[config.mk]
export PLATFORM = sky130hd
export DESIGN_NAME = pipeline_ctrl_flat
export DESIGN_NICKNAME = d
export VERILOG_FILES = /design/src/rtl/pipeline_ctrl_pkg.sv /design/src/rtl/pipeline_ctrl_if.sv /design/src/rtl/pipeline_ctrl_hazard_detect.sv /design/src/rtl/pipeline_ctrl.sv /design/src/flat_wrapper.sv
export SDC_FILE = /design/constraint.sdc
export NUM_CORES = 1
export LEC_CHECK = 0
export ABC_AREA = 1
export CORE_MARGIN = 5
export CORE_UTILIZATION = 38
export CTS_CLUSTER_SIZE = 24
export DETAILED_ROUTE_END_ITERATION = 6
export PLACE_DENSITY = 0.68
export SLEW_MARGIN = 20
export SYNTH_ARGS = -nofsm -noshare
export SYNTH_HDL_FRONTEND = slang
export SYNTH_SLANG_ARGS = --single-unit
[constraint.sdc]
create_clock -name clk -period 3 [get_ports clk]
set_input_delay 0.6 -clock clk [delete_from_list [all_inputs] [get_ports clk]]
set_output_delay 0.6 -clock clk [all_outputs]
set_load 0.1 [all_outputs]
[src/rtl/pipeline_ctrl_pkg.sv]
// pipeline_ctrl_pkg: FSM state encodings, control-output bundle and sizing helper
package pipeline_ctrl_pkg;
  typedef enum logic [1:0] {
    RUN      = 2'd0,
    LU_STALL = 2'd1,
    REDIRECT = 2'd2,
    MEM_WAIT = 2'd3
  } state_t;
  typedef struct packed {
    logic pc_we;
    logic if_id_we;
    logic if_id_flush;
    logic id_ex_we;
    logic id_ex_flush;
    logic ex_mem_we;
    logic mem_wb_bubble;
  } ctrl_t;
  localparam ctrl_t CTRL_RUN    = '{1'b1, 1'b1, 1'b0, 1'b1, 1'b0, 1'b1, 1'b0};
  localparam ctrl_t CTRL_RST    = '{1'b0, 1'b0, 1'b1, 1'b0, 1'b1, 1'b0, 1'b1};
  localparam ctrl_t CTRL_FREEZE = '{1'b0, 1'b0, 1'b0, 1'b0, 1'b0, 1'b0, 1'b1};
  localparam ctrl_t CTRL_BRANCH = '{1'b1, 1'b1, 1'b1, 1'b1, 1'b1, 1'b1, 1'b0};
  localparam ctrl_t CTRL_REDIR  = '{1'b1, 1'b1, 1'b1, 1'b1, 1'b0, 1'b1, 1'b0};
  localparam ctrl_t CTRL_LU     = '{1'b0, 1'b0, 1'b0, 1'b1, 1'b1, 1'b1, 1'b0};
  function automatic int rem_width(int a, int b);
    return $clog2((a > b ? a : b) + 1);
  endfunction
endpackage

[src/rtl/pipeline_ctrl_if.sv]
// pipeline_ctrl_if: hazard inputs from ID/EX/MEM and stall/flush controls back to the pipeline
interface pipeline_ctrl_if #(parameter int CNT_W = 16);
  logic [4:0]       id_rs1_addr;
  logic [4:0]       id_rs2_addr;
  logic             id_uses_rs1;
  logic             id_uses_rs2;
  logic [4:0]       ex_rd_addr;
  logic             ex_mem_read_en;
  logic             ex_reg_write_en;
  logic             ex_branch_taken;
  logic             mem_req_valid;
  logic             dmem_ready;
  logic             pc_we;
  logic             if_id_we;
  logic             if_id_flush;
  logic             id_ex_we;
  logic             id_ex_flush;
  logic             ex_mem_we;
  logic             mem_wb_bubble;
  logic [CNT_W-1:0] stall_cnt;
  logic [1:0]       state_o;
  modport master (
    output id_rs1_addr, id_rs2_addr, id_uses_rs1, id_uses_rs2, ex_rd_addr,
           ex_mem_read_en, ex_reg_write_en, ex_branch_taken, mem_req_valid, dmem_ready,
    input  pc_we, if_id_we, if_id_flush, id_ex_we, id_ex_flush, ex_mem_we,
           mem_wb_bubble, stall_cnt, state_o
  );
  modport slave (
    input  id_rs1_addr, id_rs2_addr, id_uses_rs1, id_uses_rs2, ex_rd_addr,
           ex_mem_read_en, ex_reg_write_en, ex_branch_taken, mem_req_valid, dmem_ready,
    output pc_we, if_id_we, if_id_flush, id_ex_we, id_ex_flush, ex_mem_we,
           mem_wb_bubble, stall_cnt, state_o
  );
endinterface

[src/rtl/pipeline_ctrl_hazard_detect.sv]
// hazard_detect: load-use hazard between the load in EX and the source registers read in ID
module hazard_detect (
  input  logic [4:0] i_rs1_addr,
  input  logic [4:0] i_rs2_addr,
  input  logic       i_uses_rs1,
  input  logic       i_uses_rs2,
  input  logic [4:0] i_rd_addr,
  input  logic       i_mem_read_en,
  input  logic       i_reg_write_en,
  output logic       o_lu_haz
);
  logic w_rs1_hit, w_rs2_hit;
  assign w_rs1_hit = i_uses_rs1 & (i_rs1_addr == i_rd_addr);
  assign w_rs2_hit = i_uses_rs2 & (i_rs2_addr == i_rd_addr);
  assign o_lu_haz  = i_mem_read_en & i_reg_write_en & (i_rd_addr != 5'd0) & (w_rs1_hit | w_rs2_hit);
endmodule

[src/rtl/pipeline_ctrl.sv]
// pipeline_ctrl: stall/flush sequencer for load-use, branch redirect and data-memory wait
module pipeline_ctrl import pipeline_ctrl_pkg::*; #(
  parameter int LOAD_LAT        = 1,
  parameter int REDIRECT_CYCLES = 1,
  parameter int CNT_W           = 16
) (
  input logic          clk,
  input logic          rst,
  pipeline_ctrl_if.slave ctrl
);
  localparam int REM_W = rem_width(LOAD_LAT, REDIRECT_CYCLES);
  localparam logic [REM_W-1:0] REM_ONE = REM_W'(1);
  state_t           r_state, r_ret_state, w_state_nx, w_ret_nx, w_eff;
  logic [REM_W-1:0] r_rem, w_rem_nx;
  logic [CNT_W-1:0] r_stall_cnt;
  logic             w_lu_haz, w_mwait;
  ctrl_t            w_ctrl;
  hazard_detect u_hazard_detect (
    .i_rs1_addr    (ctrl.id_rs1_addr),
    .i_rs2_addr    (ctrl.id_rs2_addr),
    .i_uses_rs1    (ctrl.id_uses_rs1),
    .i_uses_rs2    (ctrl.id_uses_rs2),
    .i_rd_addr     (ctrl.ex_rd_addr),
    .i_mem_read_en (ctrl.ex_mem_read_en),
    .i_reg_write_en(ctrl.ex_reg_write_en),
    .o_lu_haz      (w_lu_haz)
  );
  assign w_mwait = ctrl.mem_req_valid & ~ctrl.dmem_ready;
  // the cycle memory becomes ready behaves exactly like the state that was interrupted
  assign w_eff = (r_state == MEM_WAIT) ? r_ret_state : r_state;
  always_comb begin
    w_ctrl     = CTRL_RUN;
    w_state_nx = w_eff;
    w_ret_nx   = r_ret_state;
    w_rem_nx   = r_rem;
    if (rst) begin
      w_ctrl = CTRL_RST;
    end else if (w_mwait) begin
      w_ctrl     = CTRL_FREEZE;
      w_state_nx = MEM_WAIT;
      w_ret_nx   = (r_state == MEM_WAIT) ? r_ret_state : r_state;
    end else if (ctrl.ex_branch_taken) begin
      w_ctrl     = CTRL_BRANCH;
      w_state_nx = (REDIRECT_CYCLES > 1) ? REDIRECT : RUN;
      w_rem_nx   = REM_W'(REDIRECT_CYCLES - 1);
    end else if (w_eff == REDIRECT) begin
      w_ctrl     = CTRL_REDIR;
      w_rem_nx   = r_rem - REM_ONE;
      w_state_nx = (r_rem == REM_ONE) ? RUN : REDIRECT;
    end else if (w_eff == LU_STALL || w_lu_haz) begin
      w_ctrl     = CTRL_LU;
      w_rem_nx   = (w_eff == LU_STALL) ? r_rem - REM_ONE : REM_W'(LOAD_LAT - 1);
      w_state_nx = ((w_eff == LU_STALL) ? (r_rem == REM_ONE) : (LOAD_LAT == 1)) ? RUN : LU_STALL;
    end
  end
  always_ff @(posedge clk or posedge rst) begin
    if (rst) begin
      r_state     <= RUN;
      r_ret_state <= RUN;
      r_rem       <= '0;
      r_stall_cnt <= '0;
    end else begin
      r_state     <= w_state_nx;
      r_ret_state <= w_ret_nx;
      r_rem       <= w_rem_nx;
      if (!w_ctrl.pc_we && r_stall_cnt != '1) r_stall_cnt <= r_stall_cnt + CNT_W'(1);
    end
  end
  assign ctrl.pc_we         = w_ctrl.pc_we;
  assign ctrl.if_id_we      = w_ctrl.if_id_we;
  assign ctrl.if_id_flush   = w_ctrl.if_id_flush;
  assign ctrl.id_ex_we      = w_ctrl.id_ex_we;
  assign ctrl.id_ex_flush   = w_ctrl.id_ex_flush;
  assign ctrl.ex_mem_we     = w_ctrl.ex_mem_we;
  assign ctrl.mem_wb_bubble = w_ctrl.mem_wb_bubble;
  assign ctrl.stall_cnt     = r_stall_cnt;
  assign ctrl.state_o       = r_state;
endmodule
[src/flat_wrapper.sv]
// flat-port wrapper written by rule: the top's interface ports become plain ports
module pipeline_ctrl_flat import pipeline_ctrl_pkg::*;
#(
  parameter int LOAD_LAT        = 1,
  parameter int REDIRECT_CYCLES = 1,
  parameter int CNT_W           = 16
)
  (clk, rst, ctrl_id_rs1_addr, ctrl_id_rs2_addr, ctrl_id_uses_rs1, ctrl_id_uses_rs2, ctrl_ex_rd_addr, ctrl_ex_mem_read_en, ctrl_ex_reg_write_en, ctrl_ex_branch_taken, ctrl_mem_req_valid, ctrl_dmem_ready, ctrl_pc_we, ctrl_if_id_we, ctrl_if_id_flush, ctrl_id_ex_we, ctrl_id_ex_flush, ctrl_ex_mem_we, ctrl_mem_wb_bubble, ctrl_stall_cnt, ctrl_state_o);
  pipeline_ctrl_if #(.CNT_W(CNT_W)) ctrl_i ();
  input logic clk;
  input logic rst;
  input wire logic [$bits(ctrl_i.id_rs1_addr)-1:0] ctrl_id_rs1_addr;
  input wire logic [$bits(ctrl_i.id_rs2_addr)-1:0] ctrl_id_rs2_addr;
  input wire logic [$bits(ctrl_i.id_uses_rs1)-1:0] ctrl_id_uses_rs1;
  input wire logic [$bits(ctrl_i.id_uses_rs2)-1:0] ctrl_id_uses_rs2;
  input wire logic [$bits(ctrl_i.ex_rd_addr)-1:0] ctrl_ex_rd_addr;
  input wire logic [$bits(ctrl_i.ex_mem_read_en)-1:0] ctrl_ex_mem_read_en;
  input wire logic [$bits(ctrl_i.ex_reg_write_en)-1:0] ctrl_ex_reg_write_en;
  input wire logic [$bits(ctrl_i.ex_branch_taken)-1:0] ctrl_ex_branch_taken;
  input wire logic [$bits(ctrl_i.mem_req_valid)-1:0] ctrl_mem_req_valid;
  input wire logic [$bits(ctrl_i.dmem_ready)-1:0] ctrl_dmem_ready;
  output wire logic [$bits(ctrl_i.pc_we)-1:0] ctrl_pc_we;
  output wire logic [$bits(ctrl_i.if_id_we)-1:0] ctrl_if_id_we;
  output wire logic [$bits(ctrl_i.if_id_flush)-1:0] ctrl_if_id_flush;
  output wire logic [$bits(ctrl_i.id_ex_we)-1:0] ctrl_id_ex_we;
  output wire logic [$bits(ctrl_i.id_ex_flush)-1:0] ctrl_id_ex_flush;
  output wire logic [$bits(ctrl_i.ex_mem_we)-1:0] ctrl_ex_mem_we;
  output wire logic [$bits(ctrl_i.mem_wb_bubble)-1:0] ctrl_mem_wb_bubble;
  output wire logic [$bits(ctrl_i.stall_cnt)-1:0] ctrl_stall_cnt;
  output wire logic [$bits(ctrl_i.state_o)-1:0] ctrl_state_o;
  assign ctrl_i.id_rs1_addr = ctrl_id_rs1_addr;
  assign ctrl_i.id_rs2_addr = ctrl_id_rs2_addr;
  assign ctrl_i.id_uses_rs1 = ctrl_id_uses_rs1;
  assign ctrl_i.id_uses_rs2 = ctrl_id_uses_rs2;
  assign ctrl_i.ex_rd_addr = ctrl_ex_rd_addr;
  assign ctrl_i.ex_mem_read_en = ctrl_ex_mem_read_en;
  assign ctrl_i.ex_reg_write_en = ctrl_ex_reg_write_en;
  assign ctrl_i.ex_branch_taken = ctrl_ex_branch_taken;
  assign ctrl_i.mem_req_valid = ctrl_mem_req_valid;
  assign ctrl_i.dmem_ready = ctrl_dmem_ready;
  assign ctrl_pc_we = ctrl_i.pc_we;
  assign ctrl_if_id_we = ctrl_i.if_id_we;
  assign ctrl_if_id_flush = ctrl_i.if_id_flush;
  assign ctrl_id_ex_we = ctrl_i.id_ex_we;
  assign ctrl_id_ex_flush = ctrl_i.id_ex_flush;
  assign ctrl_ex_mem_we = ctrl_i.ex_mem_we;
  assign ctrl_mem_wb_bubble = ctrl_i.mem_wb_bubble;
  assign ctrl_stall_cnt = ctrl_i.stall_cnt;
  assign ctrl_state_o = ctrl_i.state_o;
  pipeline_ctrl #(.LOAD_LAT(LOAD_LAT), .REDIRECT_CYCLES(REDIRECT_CYCLES), .CNT_W(CNT_W)) u_core (.clk(clk), .rst(rst), .ctrl(ctrl_i));
endmodule
# After elaboration in Yosys (flattened, before gate mapping)
# Index checks and enable logic that the tools add are counted.
[word_totals]
regBits = 21
input_bits = 24
elab_cells = 47
[op_classes]
n_addsub = 2
eq_ne = 6
n_mux = 18
bitwise_logic = 10
n_reduce_logical = 7
[ops]
columns = ["operator", "n"]
rows = [
  ["7-bit two-way mux", 5],
  ["16-bit by 1-bit adder with 16-bit output (second input constant)", 1],
  ["16-bit != test (second input constant)", 1],
  ["2-bit two-way mux", 7],
  ["5-bit equality test", 2],
  ["1-bit bitwise AND", 6],
  ["1-bit two-way mux", 6],
  ["5-bit nonzero test", 1],
  ["2-bit equality test (second input constant)", 2],
  ["1-bit NOT", 3],
  ["3-bit AND reduction", 1],
  ["3-bit nonzero test", 1],
  ["2-bit by 1-bit equality test with 1-bit output (second input constant)", 1],
  ["2-bit AND reduction", 1],
  ["1-bit logical AND", 1],
  ["1-bit zero test", 1],
  ["1-bit logical OR", 1],
  ["1-bit OR", 1],
  ["1-bit subtractor (second input constant)", 1],
]

# Logic depth before layout (Yosys ltp)
# Gate-level depths: netlist of run 1.
[depth]
depth_word = 12
mapped_depth = 14
depth_no_buf = 13

# By module
# Synthesis of run 1 repeated with hierarchy kept, for this count alone.
[hier_totals]
cells_unflattened = 246
area_unflattened_um2 = 1560.2
[modules_own_cells]
columns = ["mod", "n_inst", "cells_each", "area_per_inst_um2"]
rows = [
  ["pipeline_ctrl", 1, 190, 1340.0],
  ["hazard_detect", 1, 56, 220.2],
]

# Worst setup path after synthesis of run 1
# Ideal clock, no wire load.
[synth_timing]
kind = "reg2out"
start = "reg u_core.r_state[0], in the netlist u_core.ctrl.state_o[0]"
end = "out ctrl_id_ex_flush"
arrival_ps = 3808
path_slack_ps = -1408
path_stages_with_launch = 9
path_buffers = 0
path_cell_list = "dfrtp_1 -> inv_1 -> a21oi_1 -> inv_1 -> nor2_1 -> inv_1 -> nand2_1 -> a21oi_1 -> o21ai_0"
[synth_via]
elab_chain_len = 9
word_cells_on_any_way = 10
cone_classes = "3 x eq/ne; 6 x mux; 1 x reduce/logical"
[synth_rtl]
columns = ["element", "line", "rtl"]
rows = [
  ["start, declared", "pipeline_ctrl.sv:13", "state_t r_state, r_ret_state, w_state_nx, w_ret_nx, w_eff;"],
  ["start signal, assigned", "pipeline_ctrl.sv:63", "r_state <= w_state_nx;"],
  ["2-bit equality test", "pipeline_ctrl.sv:30", "assign w_eff = (r_state == MEM_WAIT) ? r_ret_state : r_state;"],
  ["2-bit two-way mux *", "pipeline_ctrl.sv:30", ""],
  ["2-bit by 1-bit equality test with 1-bit output", "pipeline_ctrl.sv:50", "end else if (w_eff == LU_STALL || w_lu_haz) begin"],
  ["1-bit logical OR", "pipeline_ctrl.sv:50", ""],
  ["7-bit two-way mux", "pipeline_ctrl.sv:50", ""],
  ["7-bit two-way mux *", "pipeline_ctrl.sv:46", "end else if (w_eff == REDIRECT) begin"],
  ["7-bit two-way mux *", "pipeline_ctrl.sv:42", "end else if (ctrl.ex_branch_taken) begin"],
  ["7-bit two-way mux *", "pipeline_ctrl.sv:38", "end else if (w_mwait) begin"],
  ["7-bit two-way mux *", "pipeline_ctrl.sv:36", "if (rst) begin"],
  ["end, declared", "flat_wrapper.sv:26", "output wire logic [$bits(ctrl_i.id_ex_flush)-1:0] ctrl_id_ex_flush;"],
]
# Mark *: on every way between the ends. The rest lies on a longest branch, timed or not.

# Worst setup path in the final report of run 1
[layout_timing]
start = "in ctrl_ex_rd_addr[4]"
end = "out ctrl_pc_we"
[layout_via]
elab_chain_len = 10
word_cells_on_any_way = 14
cone_classes = "2 x eq/ne; 5 x mux; 5 x bitwise; 2 x reduce/logical"
[layout_rtl]
columns = ["element", "line", "rtl"]
rows = [
  ["start, declared", "flat_wrapper.sv:16", "input wire logic [$bits(ctrl_i.ex_rd_addr)-1:0] ctrl_ex_rd_addr;"],
  ["5-bit equality test (on tied branches)", "pipeline_ctrl_hazard_detect.sv:13, pipeline_ctrl_hazard_detect.sv:14", ""],
  ["1-bit bitwise AND (on tied branches)", "pipeline_ctrl_hazard_detect.sv:13, pipeline_ctrl_hazard_detect.sv:14", ""],
  ["1-bit OR", "pipeline_ctrl_hazard_detect.sv:15", "assign o_lu_haz = i_mem_read_en & i_reg_write_en & (i_rd_addr != 5'd0) & (w_rs1_hit | w_rs2_hit);"],
  ["1-bit bitwise AND *", "pipeline_ctrl_hazard_detect.sv:15", ""],
  ["1-bit logical OR *", "pipeline_ctrl.sv:50", ""],
  ["7-bit two-way mux *", "pipeline_ctrl.sv:50", ""],
  ["7-bit two-way mux *", "pipeline_ctrl.sv:46", ""],
  ["7-bit two-way mux *", "pipeline_ctrl.sv:42", ""],
  ["7-bit two-way mux *", "pipeline_ctrl.sv:38", ""],
  ["7-bit two-way mux *", "pipeline_ctrl.sv:36", ""],
  ["end, declared", "flat_wrapper.sv:22", "output wire logic [$bits(ctrl_i.pc_we)-1:0] ctrl_pc_we;"],
]
# Marks and branches as above.

==> run summary, run 1 <==
## Synth
- number of synthesized flops with an enable pin: 0
- count of state elements after synthesis: 21
- share of flip-flops with an asynchronous set or reset: 1.00
- post-synthesis area per instance: 6.57 um2
- Mapped Nets: 261
- cell type contributing the most total cell area after synthesis: sky130_fd_sc_hd__dfrtp_1
- most common cell in the netlist: sky130_fd_sc_hd__nand2_1
- synth cell count leaders: sky130_fd_sc_hd__nand2_1 (80), sky130_fd_sc_hd__inv_1 (36), sky130_fd_sc_hd__nand3_1 (26), sky130_fd_sc_hd__nor2_1 (24), sky130_fd_sc_hd__dfrtp_1 (21)
- Syn Inst Count: 236
- Seq/Total Area, Yosys: 0.339
- prevailing post-synth register cell: sky130_fd_sc_hd__dfrtp_1
- Netlist cell types: 27
- total of warnings raised by yosys: 0
- proportion of netlist area held by the largest area contributor: 0.339
- cell area after synthesis: 1550 um2
- top cells by area, synth: sky130_fd_sc_hd__dfrtp_1 (34%), sky130_fd_sc_hd__nand2_1 (19%), sky130_fd_sc_hd__inv_1 (8.7%), sky130_fd_sc_hd__nand3_1 (8.4%), sky130_fd_sc_hd__nor2_1 (5.8%)

## Place
- last weighted congestion value of the routability-driven placer: 0.855
- number of buffer cells added on primary ports: 48
- minimum setup slack after placement: 0.115 ns
- standard cell area after detailed placement: 2140 um2
- HPWL Detailed: 2820 um

## CTS
- post-CTS setup-driven buffer insertion count: 0
- H-tree levels: 1
- clock tree buffer depth: 2
- total clock buffers created by CTS: 3
- worst-skew pair later-pin latency: 0.26 ns
- root buffer cell: sky130_fd_sc_hd__clkbuf_8
- number of hold buffers added after CTS: 0
- clock slew at reported path FFs: 0.08 ns
- CTS tree: done
- sink count of the clock tree: 21

## Floorplan
- row cnt: 23
- boundary pin count: 49
- width of the die: 73.9 um
- Core Footprint: 3970 um2
- height of the chip: 73.9 um
- Total Die Area: 5460 um2
- starting utilization of the core area: 0.390

## Finish
- relative area change from synthesis to final layout: 41.6%
- post-route core utilization: 0.553
- fin area: 2190 um2
- post-layout net count: 312
- share of cells above drive strength 1: 0.178
- count of inserted antenna diode cells: 0
- Fillers: 390

## Global route
- largest net degree at the start of global routing: 19
- antenna violations before repair: 0
- leftover overflow at the end of global routing: 0
- vias in the first global route: 1444
- wire length of the first global-routing pass: 6140 um
- Overall Global Routing Usage: 0.138

## Power
- highest ir drop seen on vdd: 0.000618 V
- P_leak: 0.00112 uW
- total power divided by cell area: 681 nW/um2
- post-route total power: 1490 uW

## Min path
- cell depth of the worst hold path: 2
- type of the most critical hold path: register to register
- worst hold path startpoint: u_core.ctrl.stall_cnt[15]
- end point of the most critical hold path: u_core.ctrl.stall_cnt[15]

## Setup path
- Worst Path Class, Setup: primary input to primary output
- reg2reg end: u_core.ctrl.stall_cnt[9]
- Crit path required time: 2.40 ns
- setup slack, reg-to-reg: 0.83 ns
- crit path DAT: 2.19 ns
- kind of capture point of the worst setup path: primary output
- logic depth of the worst register-to-register path: 9
- beginning of the worst register-to-register path: u_core.ctrl.stall_cnt[0]
- critical-path maximum fanout: 4
- launching element type of the critical path: primary input

## STA
- final hold vios: 0
- final critical-path setup slack: 0.212 ns
- pins over their slew limit: 0
- RSZ-0062 raised after global routing: no
- normalized max-slew margin: 0.742
- post-route minimum period: 2.79 ns
- final clock period utilization by the worst path: 0.929
- clock skew after layout: 0.00638 ns
- Max Clk Rate: 0.359 GHz
- TNS Setup: 0 ns
- worst slew pin tran: 0.384 ns
- endpoints failing setup: 0

## Run
- count of max-cap constraint violations: 0

## Routing
- number of DRC markers in iteration 0: 73
- Detailed Routing Iterations Pass 1: 4
- via density per instance: 4.59
- WL/cell: 10.3 um
- vias after detailed routing: 1543
- remaining design rule violation count: 0
- Post-Route WL: 3460 um
- remaining antenna violation count: 0

## Outcome
- status: complete, no violations

==> cell type report <==
| class | instances | area [um2] | share of cell area |
|---|---|---|---|
| Clock buffer | 3 | 41.3 | 0.0188 |
| Clock inverter | 1 | 5.00 | 0.00228 |
| Inverter | 36 | 139 | 0.0633 |
| Multi-Input combinational cell | 174 | 886 | 0.404 |
| Sequential cell | 21 | 533 | 0.243 |
| Tap cell | 50 | 62.6 | 0.0285 |
| Timing Repair Buffer | 51 | 528 | 0.241 |
==> per-stage QoR <==
| step | cells | hold WS (ns) |
|---|---|---|
| 3_3_place_gp | 332 | 0.485 |
| 6_report | 336 | 0.506 |
| 3_5_place_dp | 332 | 0.491 |
| 5_1_grt | 336 | 0.536 |
| 4_1_cts | 336 | 0.511 |
| 2_1_floorplan | 236 | 0.467 |
==> power breakdown <==
| group | leakage [uW] | switching, uW | total, uW | internal (uW) |
|---|---|---|---|---|
| registers | 0.000274 | 74.0 | 428 | 354 |
| logic | 0.000820 | 641 | 882 | 241 |
| clock network | 0.0000255 | 92.3 | 185 | 92.4 |
| total | 0.00112 | 808 | 1490 | 687 |
==> critical path, stage by stage <==
cell,delay [ns]
sky130_fd_sc_hd__clkdlybuf4s50_1,0.49
sky130_fd_sc_hd__inv_1,0.07
sky130_fd_sc_hd__nand2_1,0.06
sky130_fd_sc_hd__nand2_1,0.05
sky130_fd_sc_hd__nor2_1,0.12
sky130_fd_sc_hd__nand3_1,0.09
sky130_fd_sc_hd__nand2_1,0.07
sky130_fd_sc_hd__nand2_1,0.07
sky130_fd_sc_hd__nand2_2,0.10
sky130_fd_sc_hd__nand3_2,0.09
sky130_fd_sc_hd__nand2_4,0.08
sky130_fd_sc_hd__clkinvlp_4,0.13
sky130_fd_sc_hd__buf_12,0.19
==> cell usage in the layout (no fill, tap or decap) <==
| cell type | count |
|---|---|
| sky130_fd_sc_hd__buf_4 | 21 |
| sky130_fd_sc_hd__nand2_4 | 2 |
| sky130_fd_sc_hd__ha_1 | 1 |
| sky130_fd_sc_hd__xnor2_1 | 3 |
| sky130_fd_sc_hd__or2_2 | 1 |
| sky130_fd_sc_hd__o22ai_1 | 1 |
| sky130_fd_sc_hd__nand3b_1 | 1 |
| sky130_fd_sc_hd__nor2_1 | 23 |
| sky130_fd_sc_hd__dfrtp_1 | 19 |
| sky130_fd_sc_hd__dfrtp_4 | 2 |
| sky130_fd_sc_hd__clkdlybuf4s50_1 | 23 |
| sky130_fd_sc_hd__nor3_4 | 1 |
| sky130_fd_sc_hd__o21bai_1 | 1 |
| sky130_fd_sc_hd__o21ai_0 | 6 |
| sky130_fd_sc_hd__nand2_2 | 1 |
| sky130_fd_sc_hd__nor3_1 | 3 |
| sky130_fd_sc_hd__nor2_4 | 1 |
| sky130_fd_sc_hd__inv_1 | 34 |
| sky130_fd_sc_hd__nand3_2 | 4 |
| sky130_fd_sc_hd__xor2_1 | 10 |
| sky130_fd_sc_hd__nand2_1 | 79 |
| sky130_fd_sc_hd__clkinv_2 | 1 |
| sky130_fd_sc_hd__nor3_2 | 1 |
| sky130_fd_sc_hd__a21oi_1 | 2 |
| sky130_fd_sc_hd__a21oi_2 | 1 |
| sky130_fd_sc_hd__nor3b_1 | 1 |
| sky130_fd_sc_hd__o21ai_2 | 3 |
| sky130_fd_sc_hd__nand4_1 | 2 |
| sky130_fd_sc_hd__o21a_1 | 1 |
| sky130_fd_sc_hd__clkinvlp_4 | 1 |
| sky130_fd_sc_hd__clkbuf_8 | 3 |
| sky130_fd_sc_hd__nand3_1 | 25 |
| sky130_fd_sc_hd__inv_2 | 1 |
| sky130_fd_sc_hd__buf_12 | 7 |
==> cells by family (layout without fill, tap and decap cells) <==
| family | count (synthesis) | count (layout) | synth area share |
|---|---|---|---|
| buf+inv | 41 | 91 | 0.112 |
| xor+xnor | 13 | 13 | 0.0734 |
| fa+ha+maj | 1 | 1 | 0.00807 |
| simple gates | 145 | 145 | 0.415 |
| compound gates | 15 | 15 | 0.0525 |
| flops | 21 | 21 | 0.339 |
==> state kept, by name (all words and copies together), names as in the netlist <==
register / cells
u_core.r_rem: 1
u_core.ctrl.stall_cnt: 16
u_core.ctrl.state_o: 2
u_core.r_ret_state: 2
==> worst max-delay path by stage <==
| stage | start | endpoint |
|---|---|---|
| 6_report | ctrl_ex_rd_addr[4] | ctrl_pc_we |
| 5_1_grt | ctrl_ex_rd_addr[4] | ctrl_pc_we |
| 4_1_cts | ctrl_ex_rd_addr[4] | ctrl_pc_we |
| 3_5_place_dp | ctrl_ex_rd_addr[4] | ctrl_pc_we |
| 3_3_place_gp | ctrl_ex_rd_addr[4] | ctrl_pc_we |
| 2_1_floorplan | u_core.ctrl.state_o[1] | ctrl_pc_we |
==> routing by layer <==
metal | GRT usage | up-vias | part of all wire
met2 | 0.227 | 37 | 0.46
met1 | 0.188 | 677 | 0.47
li1 | - | 827 | -
met3 | 0.0219 | 2 | 0.065
met4 | 0.0362 | 0 | 0.0058
met5 | 0 | - | 0
==> what timing repair did <==
item,4_1_cts,5_1_grt
endpoints found under the setup margin,0,2
gates resized for setup,0,2
endpoints found under the hold margin,0,0
Power figures use the tool's default switching activity.
==> run 2: changes to the inputs <==
--- a/config.mk
+++ b/config.mk
@@ -8,6 +8,7 @@
 export ABC_AREA = 1
 export CORE_MARGIN = 5
 export CORE_UTILIZATION = 38
+export CTS_CLUSTER_DIAMETER = 150
 export CTS_CLUSTER_SIZE = 24
 export DETAILED_ROUTE_END_ITERATION = 6
 export PLACE_DENSITY = 0.68
==> results of run 2 <==
Final layout, timing and power as in run 1 (identical DEF).
==> run 3: changes to the inputs <==
--- a/config.mk
+++ b/config.mk
@@ -6,6 +6,7 @@
 export NUM_CORES = 1
 export LEC_CHECK = 0
 export ABC_AREA = 1
+export CORE_ASPECT_RATIO = 0.7
 export CORE_MARGIN = 5
 export CORE_UTILIZATION = 38
 export CTS_CLUSTER_DIAMETER = 150
==> run summary, run 3 (synthesis gave the netlist of run 1 again) <==
## STA
- TNS Setup: 0 ns
- endpoints failing setup: 0
- pins over their slew limit: 0
- worst slew pin tran: 0.470 ns
- clock skew after layout: 0.00514 ns
- final hold vios: 0
- final clock period utilization by the worst path: 0.930
- post-route minimum period: 2.79 ns
- Max Clk Rate: 0.359 GHz
- normalized max-slew margin: 0.686
- RSZ-0062 raised after global routing: no

## Setup path
- family of cells with the greatest summed delay on the critical path: buffers and inverters
- crit-path cells: clkdlybuf4s50_1 -> inv_1 -> nand2_1 -> nand2_1 -> nor2_1 -> nand3_1 -> nand2_1 -> nand2_1 -> nand2_2 -> nand3_2 -> nand2_4 -> clkinvlp_4 -> buf_12
- most frequent cell on the critical path: sky130_fd_sc_hd__nand2_1
- library cell contributing the largest single delay on the critical path: sky130_fd_sc_hd__clkdlybuf4s50_1
- crit-path max cell delay: 0.50 ns
- launching element type of the critical path: primary input
- crit path DAT: 2.19 ns
- kind of capture point of the worst setup path: primary output
- critical-path maximum fanout: 4
- Crit path required time: 2.40 ns
- Worst Path Class, Setup: primary input to primary output
- worst path bufs/invs: 4

## Routing
- via density per instance: 4.61
- remaining antenna violation count: 0
- number of DRC markers in iteration 0: 109
- WL/cell: 11.7 um
- Detailed Routing Iterations Pass 1: 4
- Post-Route WL: 3930 um
- vias after detailed routing: 1553
- remaining design rule violation count: 0

## Finish
- footprint of the multi-input gates: 886 um2
- max FFs per register: 16
- share of cells above drive strength 1: 0.172
- sequential standard cell area: 533 um2
- Fillers: 392
- post-layout net count: 311
- post-route core utilization: 0.559
- leading cell type in the layout, fill and taps excluded: sky130_fd_sc_hd__nand2_1
- relative area change from synthesis to final layout: 41.3%
- highest-count cells in the layout ignoring fill and taps: sky130_fd_sc_hd__nand2_1 (79), sky130_fd_sc_hd__inv_1 (34), sky130_fd_sc_hd__nand3_1 (25), sky130_fd_sc_hd__nor2_1 (23), sky130_fd_sc_hd__clkdlybuf4s50_1 (22)
- count of inserted antenna diode cells: 0

## Power
- power share of the clock group: 0.125
- Int Pwr: 689 uW
- sw frac: 0.543
- switching power: 819 uW
- combinational group share of total power: 0.589
- highest ir drop seen on vdd: 0.000818 V
- P_leak: 0.00112 uW
- part of the total power dissipated in sequential elements: 0.286
- total power divided by cell area: 688 nW/um2

## CTS
- clock slew at reported path FFs: 0.08 ns
- total clock buffers created by CTS: 3
- worst-skew pair later-pin latency: 0.26 ns
- post-CTS setup-driven buffer insertion count: 0
- root buffer cell: sky130_fd_sc_hd__clkbuf_8
- clock tree buffer depth: 2
- CTS tree: done
- sink count of the clock tree: 21
- H-tree levels: 1

## Floorplan
- boundary pin count: 49
- starting utilization of the core area: 0.395
- width of the die: 86.3 um
- Core Footprint: 3920 um2
- row cnt: 19
- height of the chip: 63.4 um
- Total Die Area: 5480 um2

## Global route
- antenna violations before repair: 0
- leftover overflow at the end of global routing: 0
- largest net degree at the start of global routing: 19
- wire length of the first global-routing pass: 6800 um
- Overall Global Routing Usage: 0.156
- vias in the first global route: 1429

## Run
- count of max-cap constraint violations: 0

## Outcome
- status: complete, no violations

## Place
- HPWL Detailed: 3160 um
- number of buffer cells added on primary ports: 48
- last weighted congestion value of the routability-driven placer: 0.831

## Min path
- type of the most critical hold path: register to register

-- run 3: through the flow --
| step | cell area, um2 | power (uW) | setup slack [ns] | std cells | hold WS [ns] |
|---|---|---|---|---|---|
| floorplan | 1610 | 1100 | 0.0447 | 236 | 0.467 |
| CTS | 2180 | 1510 | 0.152 | 337 | 0.512 |
| detailed placement | 2140 | 1320 | 0.158 | 333 | 0.494 |
| finish | 2190 | 1510 | 0.211 | 337 | 0.505 |
| global route | 2190 | 1600 | 0.0449 | 337 | 0.551 |
| global placement | 2140 | 1310 | 0.182 | 333 | 0.491 |
-- run 3: tightest hold or removal path, cell delays in order (launching register included) --
cell	delay, ns
sky130_fd_sc_hd__dfrtp_1	0.37
sky130_fd_sc_hd__nand2_1	0.06
sky130_fd_sc_hd__nand2_1	0.05
-- run 3: per-layer routing --
metal,share of wire,GRT usage,wire length (um)
met3,0.055,0.0339,216
met5,0,0,0
met4,0.014,0.0564,56
met2,0.41,0.218,1630
met1,0.52,0.233,2030
-- run 3: power by group through the flow --
stage          clock [uW]  combinational (uW)  sequential (uW)
2_1_floorplan           0                 356              748
3_3_place_gp            0                 877              435
3_5_place_dp            0                 886              437
4_1_cts               192                 890              432
5_1_grt               207                 956              440
6_report              188                 888              431
-- run 3: cell type report --
class / instances / area share
repair buffers: 50 / 0.239
inverters: 36 / 0.0634
clock buffers: 4 / 0.0206
flip-flops and latches: 21 / 0.243
multi-input cells: 174 / 0.404
well taps: 52 / 0.0297
-- run 3: timing repair --
item,in CTS,in global routing
endpoints found under the setup margin,0,2
gates resized for setup,0,3
hold buffers,0,0
-- run 3: final timing paths --
kind	depth (start not counted)	slack, ns	endpoint	from
worst min register to register	2	0.51	u_core.ctrl.stall_cnt[15]	u_core.ctrl.stall_cnt[15]
worst min-delay path	2	0.51	u_core.ctrl.stall_cnt[15]	u_core.ctrl.stall_cnt[15]
min in group asynchronous	2	0.71	u_core.ctrl.state_o[1]	rst
max in group asynchronous	3	1.76	u_core.ctrl.stall_cnt[12]	rst
worst max register to register	9	0.75	u_core.ctrl.stall_cnt[6]	u_core.ctrl.stall_cnt[0]
worst max-delay path	13	0.21	ctrl_pc_we	ctrl_ex_rd_addr[3]
